[src/rtl/vga_timing_gen_if.sv]
// Raster timing bundle driven by vga_timing_gen toward the pixel pipeline.
// frame_count exists only when VGA_FRAME_COUNT_EN is defined.
interface vga_timing_gen_if #(
    parameter int XBITS = 10,
    parameter int YBITS = 10
`ifdef VGA_FRAME_COUNT_EN
    ,
    parameter int FBITS = 8
`endif
);
    logic             pix_tick;
    logic [XBITS-1:0] x;
    logic [YBITS-1:0] y;
    logic             hsync;
    logic             vsync;
    logic             activevideo;
    logic             line_start;
    logic             frame_start;
`ifdef VGA_FRAME_COUNT_EN
    logic [FBITS-1:0] frame_count;
`endif

    modport master (
`ifdef VGA_FRAME_COUNT_EN
        output frame_count,
`endif
        output pix_tick, x, y, hsync, vsync,
        output activevideo, line_start, frame_start
    );

    modport slave (
`ifdef VGA_FRAME_COUNT_EN
        input frame_count,
`endif
        input pix_tick, x, y, hsync, vsync,
        input activevideo, line_start, frame_start
    );
endinterface

[src/rtl/vga_timing_gen.sv]
// Parametrised VGA raster timing generator (pixel divider, x/y, syncs).
// Define VGA_FRAME_COUNT_EN to add the frame_count register and output.
module vga_timing_gen #(
    parameter int CLK_DIV   = 4,
    parameter int H_VISIBLE = 640,
    parameter int H_FRONT   = 16,
    parameter int H_SYNC    = 96,
    parameter int H_BACK    = 48,
    parameter int V_VISIBLE = 480,
    parameter int V_FRONT   = 10,
    parameter int V_SYNC    = 2,
    parameter int V_BACK    = 33,
    parameter int H_POL     = 0,
    parameter int V_POL     = 0,
    parameter int XBITS     = 10,
    parameter int YBITS     = 10,
    parameter int FBITS     = 8
) (
    input  logic             clk,
    input  logic             reset,
    vga_timing_gen_if.master vga
);
    localparam int WholeLine  = H_VISIBLE + H_FRONT + H_SYNC + H_BACK;
    localparam int WholeFrame = V_VISIBLE + V_FRONT + V_SYNC + V_BACK;
    localparam int HSyncStart = H_VISIBLE + H_FRONT;
    localparam int HSyncEnd   = HSyncStart + H_SYNC - 1;
    localparam int VSyncStart = V_VISIBLE + V_FRONT;
    localparam int VSyncEnd   = VSyncStart + V_SYNC - 1;
    localparam int DBITS      = (CLK_DIV > 1) ? $clog2(CLK_DIV) : 1;

    localparam logic [DBITS-1:0] DivLast = DBITS'(CLK_DIV - 1);
    localparam logic [XBITS-1:0] XLast   = XBITS'(WholeLine - 1);
    localparam logic [YBITS-1:0] YLast   = YBITS'(WholeFrame - 1);
    localparam logic [XBITS-1:0] XVis    = XBITS'(H_VISIBLE);
    localparam logic [YBITS-1:0] YVis    = YBITS'(V_VISIBLE);
    localparam logic [XBITS-1:0] XSyncLo = XBITS'(HSyncStart);
    localparam logic [XBITS-1:0] XSyncHi = XBITS'(HSyncEnd);
    localparam logic [YBITS-1:0] YSyncLo = YBITS'(VSyncStart);
    localparam logic [YBITS-1:0] YSyncHi = YBITS'(VSyncEnd);
    localparam logic             HPol    = 1'(H_POL);
    localparam logic             VPol    = 1'(V_POL);

    if ((64'd1 << XBITS) < 64'(WholeLine)) begin : g_xbits_err
        $error("XBITS too narrow for WholeLine");
    end
    if ((64'd1 << YBITS) < 64'(WholeFrame)) begin : g_ybits_err
        $error("YBITS too narrow for WholeFrame");
    end
    if (CLK_DIV < 1) begin : g_div_err
        $error("CLK_DIV must be at least 1");
    end
    if (H_SYNC == 0 || V_SYNC == 0) begin : g_sync_err
        $error("sync widths must be non-zero");
    end
    if (FBITS < 1) begin : g_fbits_err
        $error("FBITS must be at least 1");
    end

    logic [DBITS-1:0] div_q, div_d;
    logic [XBITS-1:0] x_q, x_d;
    logic [YBITS-1:0] y_q, y_d;
    logic             tick;
    logic             x_end;
    logic             y_end;

    always_comb begin
        x_end = (x_q == XLast);
        y_end = (y_q == YLast);
        tick  = (div_q == DivLast) && !reset;
        div_d = (div_q == DivLast) ? '0 : div_q + DBITS'(1);
        x_d   = x_q;
        y_d   = y_q;
        if (tick) begin
            if (x_end) begin
                x_d = '0;
                y_d = y_end ? '0 : y_q + YBITS'(1);
            end else begin
                x_d = x_q + XBITS'(1);
            end
        end
    end

    always_ff @(posedge clk) begin
        if (reset) begin
            div_q <= '0;
            x_q   <= '0;
            y_q   <= '0;
        end else begin
            div_q <= div_d;
            x_q   <= x_d;
            y_q   <= y_d;
        end
    end

    // All decodes come straight off the registers: zero added latency.
    assign vga.pix_tick    = tick;
    assign vga.x           = x_q;
    assign vga.y           = y_q;
    assign vga.hsync       = (x_q >= XSyncLo && x_q <= XSyncHi) ? HPol : ~HPol;
    assign vga.vsync       = (y_q >= YSyncLo && y_q <= YSyncHi) ? VPol : ~VPol;
    assign vga.activevideo = (x_q < XVis) && (y_q < YVis);
    assign vga.line_start  = tick && (x_q == '0);
    assign vga.frame_start = tick && (x_q == '0) && (y_q == '0);

`ifdef VGA_FRAME_COUNT_EN
    logic [FBITS-1:0] fc_q, fc_d;

    always_comb begin
        fc_d = fc_q;
        if (tick && x_end && y_end) begin
            fc_d = fc_q + FBITS'(1);
        end
    end

    always_ff @(posedge clk) begin
        if (reset) begin
            fc_q <= '0;
        end else begin
            fc_q <= fc_d;
        end
    end

    assign vga.frame_count = fc_q;
`endif
endmodule

[src/flat_wrapper.sv]
// flat-port wrapper written by rule: the top's interface ports become plain ports
module vga_timing_gen_flat 
#(
    parameter int CLK_DIV   = 4,
    parameter int H_VISIBLE = 640,
    parameter int H_FRONT   = 16,
    parameter int H_SYNC    = 96,
    parameter int H_BACK    = 48,
    parameter int V_VISIBLE = 480,
    parameter int V_FRONT   = 10,
    parameter int V_SYNC    = 2,
    parameter int V_BACK    = 33,
    parameter int H_POL     = 0,
    parameter int V_POL     = 0,
    parameter int XBITS     = 10,
    parameter int YBITS     = 10,
    parameter int FBITS     = 8
)
  (clk, reset, vga_pix_tick, vga_x, vga_y, vga_hsync, vga_vsync, vga_activevideo, vga_line_start, vga_frame_start);
  vga_timing_gen_if #(.XBITS(XBITS), .YBITS(YBITS)) vga_i ();
  input  logic clk;
  input  logic reset;
  output wire logic [$bits(vga_i.pix_tick)-1:0] vga_pix_tick;
  output wire logic [$bits(vga_i.x)-1:0] vga_x;
  output wire logic [$bits(vga_i.y)-1:0] vga_y;
  output wire logic [$bits(vga_i.hsync)-1:0] vga_hsync;
  output wire logic [$bits(vga_i.vsync)-1:0] vga_vsync;
  output wire logic [$bits(vga_i.activevideo)-1:0] vga_activevideo;
  output wire logic [$bits(vga_i.line_start)-1:0] vga_line_start;
  output wire logic [$bits(vga_i.frame_start)-1:0] vga_frame_start;
  assign vga_pix_tick = vga_i.pix_tick;
  assign vga_x = vga_i.x;
  assign vga_y = vga_i.y;
  assign vga_hsync = vga_i.hsync;
  assign vga_vsync = vga_i.vsync;
  assign vga_activevideo = vga_i.activevideo;
  assign vga_line_start = vga_i.line_start;
  assign vga_frame_start = vga_i.frame_start;
  vga_timing_gen #(.CLK_DIV(CLK_DIV), .H_VISIBLE(H_VISIBLE), .H_FRONT(H_FRONT), .H_SYNC(H_SYNC), .H_BACK(H_BACK), .V_VISIBLE(V_VISIBLE), .V_FRONT(V_FRONT), .V_SYNC(V_SYNC), .V_BACK(V_BACK), .H_POL(H_POL), .V_POL(V_POL), .XBITS(XBITS), .YBITS(YBITS), .FBITS(FBITS)) u_core (.clk(clk), .reset(reset), .vga(vga_i));
endmodule
[config.mk]
export PLATFORM = sky130hd
export DESIGN_NAME = vga_timing_gen_flat
export DESIGN_NICKNAME = d
export VERILOG_FILES = /design/src/rtl/vga_timing_gen_if.sv /design/src/rtl/vga_timing_gen.sv /design/src/flat_wrapper.sv
export SDC_FILE = /design/constraint.sdc
export NUM_CORES = 1
export LEC_CHECK = 0
export ABC_AREA = 1
export BUFFER_PORTS_ARGS = -buffer_cell sky130_fd_sc_hd__buf_2
export CORE_MARGIN = 1
export CORE_UTILIZATION = 33
export CTS_CLUSTER_SIZE = 12
export DETAILED_ROUTE_END_ITERATION = 10
export GPL_TIMING_DRIVEN = 0
export PLACE_DENSITY = 0.66
export RECOVER_POWER = 25
export SYNTH_ARGS = -nofsm -noshare
export SYNTH_HDL_FRONTEND = slang
export SYNTH_SLANG_ARGS = --single-unit
[constraint.sdc]
create_clock -name clk -period 1.3 [get_ports clk]
set_input_delay 0 -clock clk [delete_from_list [all_inputs] [get_ports clk]]
set_output_delay 0 -clock clk [all_outputs]
set_load 0.1 [all_outputs]
Yosys cells after proc, flatten, opt, wreduce, memory -nomap -nowiden
Index checks and enable logic that the tools add are counted.
Storage, ports and cells
  flip-flop bits (word level): 22
  input port bits: 2
  output and inout port bits: 26
  word-level logic and storage cells: 30
Operators by class
  add/subtract/negate cells: 3
  order comparisons: 6
  eq/ne operators: 3
  muxes and demuxes: 4
  reductions and logical operators: 11
Operators with widths (number)
  $add A10 B1 Y10 const B: 2
  $eq A10 B10 Y1 const B: 2
  $logic_not A10 Y1: 2
  $mux W10: 2
  $ge A10 B10 Y1 const B: 1
  $ge A10 B9 Y1 const B: 1
  $le A10 B10 Y1 const B: 1
  $le A10 B9 Y1 const B: 1
  $lt A10 B10 Y1 const B: 1
  $lt A10 B9 Y1 const B: 1
  $logic_and A1 B1 Y1: 6
  $add A2 B1 Y2 const B: 1
  $eq A2 B2 Y1 const B: 1
  $mux W1: 2
  $reduce_and A2 Y1: 1
  $reduce_or A2 Y1: 1
  $logic_not A1 Y1: 1

Depth between registers and ports, before layout
  depth after elaboration: 4
  gate-level depth with buffers: 9
  mapped depth without buffers: 9

Worst setup path before layout
No wires, ideal clock.
  path kind: flip-flop to output port
  from: reg u_core.x_q[8], in the netlist u_core.vga.x[8]
  to: out vga_activevideo
  data arrival time: 4084 ps
  data required time: 1300 ps
  slack: -2784 ps
  cell stages (with the launch flop): 3
  path buffers: 0
  cell sequence: dfxtp_1 > nor3_1 > nor4_1
Between the ends
  longest elaborated chain between the ends: 2
Ends and longest elaborated chain
  start: declaration: line vga_timing_gen.sv:60  | logic [XBITS-1:0] x_q, x_d;
  start signal: assignment: line vga_timing_gen.sv:86  | x_q <= '0;
  start signal: assignment: line vga_timing_gen.sv:90  | x_q <= x_d;
  $lt A10 B10 Y1: line vga_timing_gen.sv:101  | assign vga.activevideo = (x_q < XVis) && (y_q < YVis);
  $logic_and A1 B1 Y1: line vga_timing_gen.sv:101
  end: declaration: line flat_wrapper.sv:28  | output wire logic [$bits(vga_i.activevideo)-1:0] vga_activevideo;
Every way passes these cells.

Worst setup path after layout
  from: reg u_core.div_q[0]
  to: out vga_line_start
Between the ends
  longest elaborated chain between the ends: 3
Ends and longest elaborated chain
  start: declaration: line vga_timing_gen.sv:59  | logic [DBITS-1:0] div_q, div_d;
  start signal: assignment: line vga_timing_gen.sv:89  | div_q <= div_d;
  $eq A2 B2 Y1: line vga_timing_gen.sv:69  | tick = (div_q == DivLast) && !reset;
  $logic_and A1 B1 Y1: line vga_timing_gen.sv:69
  $logic_and A1 B1 Y1: line vga_timing_gen.sv:102  | assign vga.line_start = tick && (x_q == '0);
  end: declaration: line flat_wrapper.sv:29  | output wire logic [$bits(vga_i.line_start)-1:0] vga_line_start;
Every way passes these cells.

==> metrics.txt <==
# TYPE chip_impl_metric gauge
chip_impl_metric{name="final_net_count",unit=""} 276
chip_impl_metric{name="die_area",unit="mm^2"} 0.00439
chip_impl_info{name="grt_busiest_layer",value="met2"} 1
chip_impl_info{name="ys.flop_type",value="sky130_fd_sc_hd__dfxtp_1"} 1
chip_impl_metric{name="place.port_buffers",unit=""} 27
chip_impl_metric{name="post_synth_edffs",unit=""} 0
chip_impl_info{name="tritoncts",value="done"} 1
chip_impl_metric{name="timing.slew.headroom",unit=""} 0.638
chip_impl_metric{name="worst_hold_slack",unit="ns"} 0.0283
chip_impl_metric{name="drcViolationCount",unit=""} 0
chip_impl_metric{name="cp_data_arrival_time",unit="ns"} 1.56
chip_impl_metric{name="detail-route-antenna-nets",unit=""} 0
chip_impl_info{name="crit_path_end_kind",value="output port"} 1
chip_impl_metric{name="number_of_global_route_vias_before_repair",unit=""} 1455
chip_impl_metric{name="vias_per_cell",unit=""} 4.86
chip_impl_metric{name="die_h",unit="um"} 66.3
chip_impl_metric{name="sequential_cell_area",unit="um^2"} 504
chip_impl_metric{name="postSynth.asyncResetShare",unit=""} 0
chip_impl_metric{name="core",unit="mm^2"} 0.00380
chip_impl_info{name="ctsRootBufferMaster",value="sky130_fd_sc_hd__clkbuf_8"} 1
chip_impl_metric{name="io_count",unit=""} 28
chip_impl_metric{name="groute.layer.met2.usage",unit=""} 0.307
chip_impl_info{name="min-delay-path-class",value="input port to register"} 1
chip_impl_metric{name="ys_types",unit=""} 25
chip_impl_metric{name="p_int",unit="uW"} 935
chip_impl_metric{name="pin_count_of_the_biggest_net_entering_global_routing",unit=""} 13
chip_impl_metric{name="max-clock-path-buffers",unit=""} 2
chip_impl_metric{name="netSwitchingPower",unit="uW"} 351
chip_impl_metric{name="seq_cells_post_synth",unit=""} 22
chip_impl_metric{name="grt.met1_usage",unit=""} 0.263
chip_impl_metric{name="detailedRoute.firstPassIterationCount",unit=""} 4
chip_impl_metric{name="final_period_utilization",unit=""} 1.20
chip_impl_metric{name="global_route.overflow_total",unit=""} 0
chip_impl_metric{name="grt_antenna_before_repair",unit=""} 0
chip_impl_metric{name="power.static_leakage",unit="nW"} 0.977
chip_impl_metric{name="clock-skew-final",unit="ns"} 0.00172
chip_impl_metric{name="rows",unit=""} 22
chip_impl_metric{name="sequentialPowerShare",unit=""} 0.517
chip_impl_metric{name="vias",unit=""} 1536
chip_impl_metric{name="postRouteWirelength",unit="um"} 3990
chip_impl_metric{name="dpl_worst_slack",unit="ns"} -0.325
chip_impl_metric{name="grtUsageMet3",unit=""} 0.0293
chip_impl_info{name="top_cell_type_by_total_area_after_synthesis",value="sky130_fd_sc_hd__dfxtp_1"} 1
chip_impl_metric{name="critical_path_required",unit="ns"} 1.30
chip_impl_metric{name="antennaDiodeCount",unit=""} 0
chip_impl_metric{name="postLayoutSetupSlackWorst",unit="ns"} -0.258
chip_impl_metric{name="initial_utilization",unit=""} 0.359
chip_impl_metric{name="postSynthNetCount",unit=""} 219
chip_impl_metric{name="global_route_wire_length_before_repair",unit="um"} 6450
chip_impl_metric{name="cts_sinks",unit=""} 22
chip_impl_metric{name="synthesis.instances",unit=""} 212
chip_impl_metric{name="cts.htree.levels",unit=""} 1
chip_impl_metric{name="timing.reg2reg.worst_path_depth",unit=""} 10
chip_impl_metric{name="clock_power_share",unit=""} 0.348
chip_impl_metric{name="clk_latency",unit="ns"} 0.27
chip_impl_metric{name="critical_path.max_fanout",unit=""} 2
chip_impl_metric{name="place_congestion",unit=""} 0.888
chip_impl_metric{name="switching_share",unit=""} 0.273
chip_impl_metric{name="fill_cells",unit=""} 354
chip_impl_metric{name="period_needed",unit="ns"} 1.56
chip_impl_metric{name="syn-cell-area",unit="mm^2"} 0.00136
chip_impl_info{name="timing.critical_path.from_type",value="register"} 1
chip_impl_metric{name="cts_buffers",unit=""} 3
chip_impl_metric{name="clk_pin_slew_worst_paths",unit="ns"} 0.08
chip_impl_metric{name="syn-mean-instance-area",unit="um^2"} 6.43
chip_impl_metric{name="timing.fmax",unit="MHz"} 642
chip_impl_metric{name="vdd_ir_drop_max",unit="mV"} 0.334
chip_impl_metric{name="grtUsageTotal",unit=""} 0.194
chip_impl_metric{name="comb_power_share",unit=""} 0.135
chip_impl_metric{name="die_x",unit="um"} 66.3
chip_impl_metric{name="cts.hold.buffers_added",unit=""} 0
chip_impl_metric{name="synthesis.yosys.warnings",unit=""} 0
chip_impl_metric{name="wl_per_cell",unit="um"} 12.6
chip_impl_info{name="grt_setup_unrepaired",value="true"} 1
chip_impl_info{name="synthTopCellsByArea",value="sky130_fd_sc_hd__dfxtp_1 (32%), sky130_fd_sc_hd__nand2_1 (14%), sky130_fd_sc_hd__inv_1 (9.6%)"} 1
chip_impl_metric{name="area_used_by_multi_input_combinational_logic",unit="um^2"} 947
chip_impl_metric{name="utilization",unit=""} 0.569
chip_impl_metric{name="number_of_endpoints_failing_setup_at_the_final_stage",unit=""} 22
chip_impl_metric{name="yosysSeqAreaShare",unit=""} 0.323
chip_impl_metric{name="synthDominantCellAreaShare",unit=""} 0.323
chip_impl_metric{name="area.growth.synth_to_final",unit="%"} 58.8
chip_impl_info{name="worst-setup-path-type",value="register to output port"} 1
chip_impl_info{name="violations",value="negative setup slack"} 1
chip_impl_metric{name="setup_tns",unit="ns"} -3.09
chip_impl_metric{name="power_per_cell_area",unit="mW/mm^2"} 594
chip_impl_metric{name="tightestPinTransition",unit="ns"} 0.545
chip_impl_info{name="status",value="finished, violations left"} 1
chip_impl_metric{name="slew_viol_final",unit=""} 0
chip_impl_metric{name="place_hpwl",unit="um"} 2620
chip_impl_metric{name="initialDrtViolationCount",unit=""} 48
chip_impl_metric{name="max_cap_viols",unit=""} 0
chip_impl_metric{name="post_route_cells_drive_above_1_share",unit=""} 0.474
chip_impl_metric{name="final_hold_viol_count",unit=""} 0
chip_impl_metric{name="hold-path-cell-count",unit=""} 2
==> final timing paths <==
kind,start,end,slack [ns]
hold / removal,reset,u_core.vga.y[8],0.03
hold reg to reg,u_core.div_q[0],u_core.div_q[0],0.47
setup / recovery,u_core.div_q[0],vga_line_start,-0.26
setup reg to reg,u_core.div_q[0],u_core.vga.x[6],-0.23
==> power by group through the flow <==
stage               sequential (mW)  clock, mW  combinational (mW)
floorplan                     0.701          0              0.0761
global placement              0.683          0               0.116
detailed placement            0.683          0               0.118
CTS                           0.666      0.466               0.159
global route                  0.666      0.498               0.186
finish                        0.664      0.447               0.174
==> cells in the final DEF, fill, tap and decap left out, types with 2 or more instances in the layout <==
master and count:
sky130_fd_sc_hd__a21oi_1 2, sky130_fd_sc_hd__buf_12 5, sky130_fd_sc_hd__buf_2 17, sky130_fd_sc_hd__buf_4 18
sky130_fd_sc_hd__buf_6 8, sky130_fd_sc_hd__clkbuf_2 4, sky130_fd_sc_hd__clkbuf_8 3, sky130_fd_sc_hd__dfxtp_2 6
sky130_fd_sc_hd__dfxtp_4 15, sky130_fd_sc_hd__ha_1 2, sky130_fd_sc_hd__ha_4 3, sky130_fd_sc_hd__inv_1 26
sky130_fd_sc_hd__inv_2 7, sky130_fd_sc_hd__inv_4 6, sky130_fd_sc_hd__nand2_1 46, sky130_fd_sc_hd__nand2_2 6
sky130_fd_sc_hd__nand2_4 2, sky130_fd_sc_hd__nand3_1 13, sky130_fd_sc_hd__nand3_2 5, sky130_fd_sc_hd__nand4_1 8
sky130_fd_sc_hd__nor2_1 29, sky130_fd_sc_hd__nor2_2 5, sky130_fd_sc_hd__nor2_4 5, sky130_fd_sc_hd__nor3_1 2
sky130_fd_sc_hd__nor3_2 2, sky130_fd_sc_hd__nor3_4 2, sky130_fd_sc_hd__nor3b_1 2, sky130_fd_sc_hd__o21ai_0 2
sky130_fd_sc_hd__o21ai_1 5
==> area by class of cell <==
type                       count  area share
sequential                    22       0.233
multi-input combinational    150       0.438
buffer                         1     0.00347
inverter                      39      0.0746
clock inverter                 1     0.00174
clock buffer                   3      0.0191
tap                           48      0.0278
timing repair buffer          52       0.202
==> synthesized netlist by cell type (2+ instances only) <==
| cell | count |
|---|---|
| sky130_fd_sc_hd__inv_2 | 4 |
| sky130_fd_sc_hd__o21ai_1 | 3 |
| sky130_fd_sc_hd__nand3_2 | 2 |
| sky130_fd_sc_hd__a21oi_1 | 3 |
| sky130_fd_sc_hd__nor2_1 | 33 |
| sky130_fd_sc_hd__ha_1 | 5 |
| sky130_fd_sc_hd__inv_1 | 35 |
| sky130_fd_sc_hd__o21ai_0 | 5 |
| sky130_fd_sc_hd__nand4_1 | 8 |
| sky130_fd_sc_hd__nor2_4 | 3 |
| sky130_fd_sc_hd__nor3_1 | 5 |
| sky130_fd_sc_hd__dfxtp_1 | 22 |
| sky130_fd_sc_hd__nor3b_1 | 3 |
| sky130_fd_sc_hd__nor2_2 | 3 |
| sky130_fd_sc_hd__nand2_1 | 50 |
| sky130_fd_sc_hd__nand2_2 | 3 |
| sky130_fd_sc_hd__nand3_1 | 17 |
==> timing repair <==
action | CTS | global route
setup buffers | 19 | 6
gates resized for setup | 43 | 19
pin swaps | 20 | 7
gates cloned | 0 | 0
setup endpoints to repair | 22 | 24
==> stage by stage <==
step	instances	area, um^2	power, mW
after floorplan	212	1520	0.777
after global placement	287	1710	0.799
after detailed placement	287	1710	0.801
after CTS	310	2050	1.29
after global routing	316	2160	1.35
final	316	2160	1.29
==> cells by family after synthesis <==
logic type,count (synthesis),synth area share
compound gates,12,0.0468
buf+inv,40,0.113
xor+xnor,1,0.00643
flops,22,0.323
fa+ha+maj,5,0.0459
simple gates,132,0.465
==> critical path, cell delays in order, from the launching register on <==
cell and delay (ns):
sky130_fd_sc_hd__dfxtp_1 0.37, sky130_fd_sc_hd__ha_4 0.17, sky130_fd_sc_hd__inv_4 0.04, sky130_fd_sc_hd__nor2_4 0.10
sky130_fd_sc_hd__nand4_1 0.19, sky130_fd_sc_hd__buf_4 0.19, sky130_fd_sc_hd__inv_2 0.06, sky130_fd_sc_hd__buf_12 0.16
==> registers in the layout, summed over array words and instances (netlist names) <==
register and flops:
u_core.vga.y 10, u_core.div_q 2, u_core.vga.x 10
==> metal layers <==
layer,part of all wire,vias up
met4,0.014,0
met3,0.036,5
met2,0.50,42
li1,-,787
met5,0,-
met1,0.45,702
No activity file was read; power rests on OpenSTA's default activity.
